--- src/rtl/adc_cfg_pkg.sv ---
// Shared definitions for the ADC configuration SPI master: FSM encoding,
// default frame geometry and command-word field positions.
package adc_cfg_pkg;

    typedef enum logic [2:0] {
        StIdle,
        StSetup,
        StShift,
        StHold,
        StGap
    } state_e;

    localparam int unsigned FRAME_BITS_DEF = 32;
    localparam int unsigned DATA_BITS_DEF  = 16;

    // Command word layout (cfg_dat)
    localparam int unsigned CMD_BITS = 32;
    localparam int unsigned RW_BIT   = 31;
    localparam int unsigned ADDR_MSB = 30;
    localparam int unsigned ADDR_LSB = 16;
    localparam int unsigned DATA_MSB = 15;
    localparam int unsigned DATA_LSB = 0;

endpackage

--- src/rtl/adc_cfg_spi_half_tick.sv ---
// Half-period tick generator: counts 0..CLK_DIV-1 while enabled and pulses
// tick on the last count; held at zero while disabled.
module spi_half_tick #(
    parameter int unsigned CLK_DIV = 12
) (
    input  logic clk,
    input  logic rst,
    input  logic en,
    output logic tick
);

    localparam int unsigned CNT_W = $clog2(CLK_DIV);
    localparam logic [CNT_W-1:0] LAST = CNT_W'(CLK_DIV - 1);

    logic [CNT_W-1:0] cnt_q;

    // Wrapping half-period counter, parked at zero when disabled
    always_ff @(posedge clk or posedge rst) begin
        if (rst) begin
            cnt_q <= '0;
        end else if (!en || cnt_q == LAST) begin
            cnt_q <= '0;
        end else begin
            cnt_q <= cnt_q + 1'b1;
        end
    end

    assign tick = en && (cnt_q == LAST);

endmodule

--- src/rtl/adc_cfg_spi.sv ---
// SPI mode-0 master for ADC register configuration. A rising edge on cfg_en
// sends cfg_dat MSB-first; on reads the tail of the frame is captured into
// cfg_rdata. All outputs are registered.
module adc_cfg_spi
    import adc_cfg_pkg::*;
#(
    parameter int unsigned CLK_DIV    = 12,
    parameter int unsigned FRAME_BITS = FRAME_BITS_DEF,
    parameter int unsigned DATA_BITS  = DATA_BITS_DEF
) (
    input  logic                 lb_clk,
    input  logic                 lb_reset,
    input  logic [31:0]          cfg_dat,
    input  logic                 cfg_en,
    output logic [DATA_BITS-1:0] cfg_rdata,
    output logic                 cfg_busy,
    output logic                 cfg_done,
    output logic                 spi_csn,
    output logic                 spi_sclk,
    output logic                 spi_mosi,
    input  logic                 spi_miso
);

    localparam int unsigned BIT_W = (FRAME_BITS > 1) ? $clog2(FRAME_BITS) : 1;
    localparam logic [BIT_W-1:0] LAST_BIT = BIT_W'(FRAME_BITS - 1);

    state_e               state_q;
    logic                 en_q;
    logic                 armed_q;   // cfg_en seen low since reset
    logic [CMD_BITS-1:0]  shreg_q;
    logic [DATA_BITS-1:0] cap_q;
    logic                 rw_q;
    logic [BIT_W-1:0]     bit_cnt_q;
    logic                 tick;
    logic                 start;

    spi_half_tick #(
        .CLK_DIV (CLK_DIV)
    ) u_half_tick (
        .clk  (lb_clk),
        .rst  (lb_reset),
        .en   (state_q != StIdle),
        .tick (tick)
    );

    // Edge on cfg_en only counts in IDLE; edges during a frame are dropped
    assign start = cfg_en && !en_q && armed_q && (state_q == StIdle);

    // Transaction FSM with shift/capture and registered SPI/status outputs
    always_ff @(posedge lb_clk or posedge lb_reset) begin
        if (lb_reset) begin
            state_q   <= StIdle;
            en_q      <= 1'b0;
            armed_q   <= 1'b0;
            shreg_q   <= '0;
            cap_q     <= '0;
            rw_q      <= 1'b0;
            bit_cnt_q <= '0;
            cfg_rdata <= '0;
            cfg_busy  <= 1'b0;
            cfg_done  <= 1'b0;
            spi_csn   <= 1'b1;
            spi_sclk  <= 1'b0;
            spi_mosi  <= 1'b0;
        end else begin
            en_q     <= cfg_en;
            cfg_done <= 1'b0;
            if (!cfg_en) begin
                armed_q <= 1'b1;
            end
            unique case (state_q)
                StIdle: begin
                    bit_cnt_q <= '0;
                    if (start) begin
                        state_q  <= StSetup;
                        shreg_q  <= cfg_dat;
                        rw_q     <= cfg_dat[RW_BIT];
                        spi_mosi <= cfg_dat[CMD_BITS-1];
                        spi_csn  <= 1'b0;
                        cfg_busy <= 1'b1;
                    end
                end
                StSetup: begin
                    if (tick) begin
                        state_q <= StShift;
                    end
                end
                StShift: begin
                    if (tick) begin
                        if (!spi_sclk) begin
                            spi_sclk <= 1'b1;
                            cap_q    <= {cap_q[DATA_BITS-2:0], spi_miso};
                        end else begin
                            spi_sclk <= 1'b0;
                            // Last falling edge ends the frame; no counter overflow
                            if (bit_cnt_q == LAST_BIT) begin
                                state_q <= StHold;
                            end else begin
                                bit_cnt_q <= bit_cnt_q + 1'b1;
                                shreg_q   <= {shreg_q[CMD_BITS-2:0], 1'b0};
                                spi_mosi  <= shreg_q[CMD_BITS-2];
                            end
                        end
                    end
                end
                StHold: begin
                    if (tick) begin
                        state_q  <= StGap;
                        spi_csn  <= 1'b1;
                        spi_mosi <= 1'b0;
                        if (rw_q) begin
                            cfg_rdata <= cap_q;
                        end
                    end
                end
                StGap: begin
                    if (tick) begin
                        state_q  <= StIdle;
                        cfg_busy <= 1'b0;
                        cfg_done <= 1'b1;
                    end
                end
                default: begin
                    state_q <= StIdle;
                end
            endcase
        end
    end

endmodule

--- config.mk ---
export PLATFORM = sky130hd
export DESIGN_NAME = adc_cfg_spi
export DESIGN_NICKNAME = d
export VERILOG_FILES = /design/src/rtl/adc_cfg_pkg.sv /design/src/rtl/adc_cfg_spi_half_tick.sv /design/src/rtl/adc_cfg_spi.sv
export SDC_FILE = /design/constraint.sdc
export NUM_CORES = 1
export LEC_CHECK = 0
export ABC_AREA = 1
export CAP_MARGIN = 20
export CORE_MARGIN = 2
export CORE_UTILIZATION = 40
export DETAILED_ROUTE_END_ITERATION = 16
export REMOVE_ABC_BUFFERS = 1
export SYNTH_ARGS = -nofsm -noshare
export SYNTH_HDL_FRONTEND = slang
export SYNTH_SLANG_ARGS = --single-unit
export TNS_END_PERCENT = 5
--- constraint.sdc ---
create_clock -name lb_clk -period 3.55 [get_ports lb_clk]
set_input_delay 0.71 -clock lb_clk [delete_from_list [all_inputs] [get_ports lb_clk]]
set_output_delay 0.71 -clock lb_clk [all_outputs]
set_load 0.05 [all_outputs]
# --- Word-level counts from Yosys, hierarchy flattened ---
# Cells that the tools add are included.
op_classes:
  n_addsub: 2
  n_eq_ne: 14
  muxes: 32
  bitwise_logic: 1
  reduce_logical: 23
ops:
  columns: ["cell", "n"]
  rows:
  - ["31-bit two-way mux", 4]
  - ["31-bit one-hot mux with 2 select lines", 1]
  - ["3-bit two-way mux", 7]
  - ["2-bit != test, second input constant", 8]
  - ["5-bit two-way mux", 3]
  - ["3-bit one-hot mux with 5 select lines", 1]
  - ["3-bit AND reduction", 4]
  - ["1-bit two-way mux", 11]
  - ["5-bit one-hot mux with 2 select lines", 1]
  - ["7-bit AND reduction", 1]
  - ["3-bit by 2-bit equality test with 1-bit output, second input constant", 2]
  - ["6-bit AND reduction", 1]
  - ["2-bit nonzero test", 3]
  - ["3-bit nonzero test", 2]
  - ["5-bit by 1-bit adder with 5-bit output, second input constant", 1]
  - ["5-bit equality test, second input constant", 1]
  - ["5-bit AND reduction", 1]
  - ["4-bit by 1-bit adder with 4-bit output, second input constant", 1]
  - ["4-bit equality test, second input constant", 1]
  - ["1-bit logical AND", 4]
  - ["4-bit two-way mux", 1]
  - ["1-bit one-hot mux with 2 select lines", 2]
  - ["2-bit AND reduction", 2]
  - ["4-bit AND reduction", 1]
  - ["7 further kinds", 8]
totals:
  ff_bits: 83
  inputBits: 36
  output_inout_bits: 21
  elab_cells: 86

# --- Depth between registers and ports, before layout ---
logic_depth:
  word_depth: 6
  mapped_depth: 13
  mapped_depth_nobuf: 12

# --- Modules after synthesis ---
# Synthesis repeated with hierarchy kept, for this count alone.
hier_totals:
  hier_cells: 443
  hier_area_um2: 3886.2
by_module_without_submodules:
  columns: ["mod", "n_inst", "cells_per_inst", "area_each_um2", "seq_area_each_um2"]
  rows:
  - ["adc_cfg_spi", 1, 419, 3677.3, 1978.1]
  - ["spi_half_tick", 1, 24, 209.0, 100.1]

# --- Worst setup path before layout ---
# OpenSTA, ideal clock, no wires.
synth_timing:
  path_type: "flip-flop to flip-flop"
  startpoint: "reg bit_cnt_q[0]"
  endpoint: "reg shreg_q[10]"
  setup_time_ns: 0.123
  arrival_ns: 1.550
  required_ns: 3.427
  path_slack_ns: 1.877
  stages_incl_launch_ff: 14
  path_buffers: 1
  period_less_slack_ns: 1.673
  cell_sequence: "dfrtp_1 ha_1 nand2_1 nor2_1 ha_1 inv_1 nand2_1 nand2_2 nand2_4 inv_4 nand2_8 buf_6 nand2_1 o21ai_2"
synth_between:
  elab_chain_len: 3
synth_rtl:
  columns: ["item", "line_no", "rtl"]
  rows:
  - ["from (decl)", "adc_cfg_spi.sv:33", "logic [BIT_W-1:0] bit_cnt_q;"]
  - ["from (signal assigned)", "adc_cfg_spi.sv:99", "bit_cnt_q <= bit_cnt_q + 1'b1;"]
  - ["5-bit equality test", "adc_cfg_spi.sv:96", "if (bit_cnt_q == LAST_BIT) begin"]
  - ["2-bit != test (no line)", null, null]
  - ["5-bit AND reduction (no line)", null, null]
  - ["to (signal assigned)", "adc_cfg_spi.sv:76", "shreg_q <= cfg_dat;"]
  - ["to (signal assigned)", "adc_cfg_spi.sv:100", "shreg_q <= {shreg_q[CMD_BITS-2:0], 1'b0};"]
  - ["to (decl)", "adc_cfg_spi.sv:30", "logic [CMD_BITS-1:0] shreg_q;"]
# No other way between the ends.
# A chain may end at the register's enable or synchronous reset.

# --- Final worst setup path ---
layout_timing:
  startpoint: "reg spi_csn"
  endpoint: "out spi_csn"
layout_rtl:
  columns: ["item", "line_no", "rtl"]
  rows:
  - ["from (decl)", "adc_cfg_spi.sv:18", "output logic spi_csn,"]
  - ["from (signal assigned)", "adc_cfg_spi.sv:62", "spi_csn <= 1'b1;"]
  - ["from (signal assigned)", "adc_cfg_spi.sv:79", "spi_csn <= 1'b0;"]
  - ["from (signal assigned)", "adc_cfg_spi.sv:109", "spi_csn <= 1'b1;"]
# No word-level cell between the ends.

==> results.md <==
* Status: finished, final reports clean
* # setup viols final at 0
* Sequential fraction of the synthesis area at 0.542
* Root buffer cell: clkbuf_8
* Mapped Avg Cell Area at just over 9 um2
* Setup CP Type: reg -> out
* FF-to-FF Start: u_half_tick.cnt_q[0]
* H-tree depth at 3
* CP Buf/Inv Count at 1
* Netlist cell types at 28
* Syn Inst Count at 413
* Slew HR at 0.403
* Max Root-Sink Buffers at 2
* CTS sink count at 83
* Power Density at 703 mW/mm2
* Avg Vias per Cell at 4.55
* Antenna violations before repair at 0
* RSZ-0062 raised after global routing: no
* Slew Limit Fails at 0
* Dpl hpwl at about 4.7 mm
* Final nets at slightly above 500
* Clock slew at reported path FFs at about 0.08 ns
* VDD IR max at about 0.00045 V
* Fmax at 417 MHz
* Met3 usage at 0.0226
* Antenna-violating nets left at 0
* Wire length per cell at between 10 and 15 um
* Max cap viols at 0
* Family with the most delay on the worst path: buffers and inverters
* Clk Latency, worst-skew pair at around 0.35 ns
* Worst slew pin tran at slightly below 0.9 ns
* N_diodes at 0
* CTS tree: done
* Met2 Use GR at 0.218
* Period utilisation layout at 0.675
* Core box area at 0.00928 mm2
* Dominant synthesized flop cell: dfrtp_1
* Final worst path period need at approximately 2.4 ns
* Io pins at between 50 and 60
* # fillers at 924
* Share of layout cells above drive strength 1 at 0.209
* EDFF count, synth at 0
* Area growth from synthesis to layout at 21.6%
* Die Height at around 100 um
* Placer Congestion at around 0.78
* Critical Path Start: spi_csn
* PortBufs at between 50 and 60
* First-pass GRT wire length at around 12 mm
* Starting Density at 0.413
* Largest net degree at the start of global routing at 63
* Total gr overflow at 0
* DR iter-0 viols at 86
* Max stage delay cell, worst path: clkdlybuf4s50_1
* Number of post-CTS setup repair buffers at 0
* Row Count at 35
* HP Start: u_half_tick.cnt_q[0]
* Number of global-route vias before repair at about 2500
* DR DRC count at 0
* Max incr delay on CP at 0.80 ns
* Final hold viol count at 0
* Min-delay worst type: reg -> reg
* Setup TNS at 0 ns
* Cts bufs inserted at 9
* Async S/R FF share, synth at 1.00
* Gr usage total at 0.147
* Ys Warns at 0
* Worst-path fanout max at 2
* First-pass DRT Iterations at 4
* Routed WL at between 7 and 8 mm
* CP Data Arrival Time at about 1.7 ns
* Die Width at 102 um
* CP Capture Type: output port
* DR vias at approximately 2700
* Post-CTS sizing at 0
* Die area at 0.0104 mm2
* Chain of cells forming the critical path: clkdlybuf4s50_1
* M1 GR Usage at 0.211
* Leakage at approximately 2.0 nW
* Critical Path RT at 2.84 ns
* Startpoint Class: register
* Hold_buf cts at 0
* Global routing's busiest layer: met2
* #FFs+latches synth at 83
* Area of the mapped netlist at roughly 0.0038 mm2
* Clock Skews at 0.0132 ns
* Total power draw at between 3 and 4 mW
-- state kept, by name, summed over array words and instances (netlist names), 3 cells and up --
name	cells
bit_cnt_q	5
cap_q	16
cfg_rdata	16
shreg_q	31
state_q	3
u_half_tick.cnt_q	4
-- Yosys cell counts (2+ instances only) --
cell | instances | share of area
nand2_1 | 102 | 0.10
dfrtp_1 | 82 | 0.54
o21ai_0 | 46 | 0.060
o21ai_2 | 31 | 0.071
or2_2 | 31 | 0.051
inv_1 | 30 | 0.029
o21ai_1 | 21 | 0.027
nor2_1 | 13 | 0.013
nand3_1 | 12 | 0.016
buf_6 | 8 | 0.024
buf_2 | 5 | 0.0065
a21oi_1 | 4 | 0.0052
nand2_2 | 4 | 0.0065
ha_1 | 3 | 0.0098
nor2_2 | 3 | 0.0049
buf_4 | 2 | 0.0039
clkbuf_1 | 2 | 0.0020
clkbuf_2 | 2 | 0.0026
nand3_2 | 2 | 0.0052
nand4_1 | 2 | 0.0033
-- placed cells by master, fill, tap and decap left out --
cell type / instances
a21oi_1: 4
a21oi_2: 1
a22o_1: 1
buf_16: 1
buf_4: 3
bufinv_16: 1
clkbuf_8: 10
clkdlybuf4s50_1: 56
clkinv_2: 3
clkinvlp_4: 2
dfrtp_1: 82
dfstp_2: 1
ha_1: 3
inv_1: 29
inv_2: 1
inv_4: 1
inv_6: 1
nand2_1: 102
nand2_2: 4
nand2_4: 1
nand2_8: 1
nand3_1: 12
nand3_2: 2
nand4_1: 2
nor2_1: 13
nor2_2: 3
o21ai_0: 46
o21ai_1: 21
o21ai_2: 31
or2_2: 31
xor2_1: 1
-- path summary, 6_finish.rpt --
| path | end | slack [ns] | cells after the start |
|---|---|---|---|
| worst max-delay path | spi_csn | 1.15 | 1 |
| worst min-delay path | u_half_tick.cnt_q[0] | 0.46 | 1 |
| worst max register to register | cfg_rdata[2] | 1.44 | 5 |
| worst min register to register | u_half_tick.cnt_q[0] | 0.46 | 1 |
| max in group asynchronous | bit_cnt_q[1] | 2.24 | 4 |
| min in group asynchronous | cfg_rdata[10] | 0.57 | 2 |
-- through the flow --
step                cell area [um2]  utilization  instances  hold WS (ns)  setup slack, ns
floorplan                      3680            -        394         0.427            0.705
global placement               4430        0.477        582         0.444             1.43
detailed placement             4430        0.477        582         0.456             1.39
CTS                            4630        0.499        598         0.467             1.13
global route                   4660        0.502        599         0.496             1.11
finish                         4660        0.502        599         0.463             1.15
-- final cells by class --
type	instances	area (um2)	area share
Sequential cell	83	2080	0.446
Multi-Input combinational cell	279	1480	0.318
Timing Repair Buffer	60	611	0.131
Tap cell	129	161	0.0346
Clock buffer	10	138	0.0295
Inverter	32	124	0.0266
Clock inverter	6	63.8	0.0137
-- logic make-up after synthesis --
family | synth area share
fa+ha+maj | 0.00980
simple gates | 0.207
compound gates | 0.168
xor+xnor | 0.00229
buf+inv | 0.0705
flops | 0.542
-- where the power goes --
part	internal (mW)	switching, mW
Sequential	1.18	0.130
Clock	0.344	0.343
Combinational	0.481	0.795
Total	2.01	1.27
-- routing by layer --
| layer | part of all wire | vias up |
|---|---|---|
| li1 | - | 1425 |
| met1 | 0.50 | 1254 |
| met2 | 0.45 | 37 |
| met3 | 0.026 | 11 |
| met4 | 0.020 | 0 |
| met5 | 0 | - |
Power figures use the tool's default switching activity.
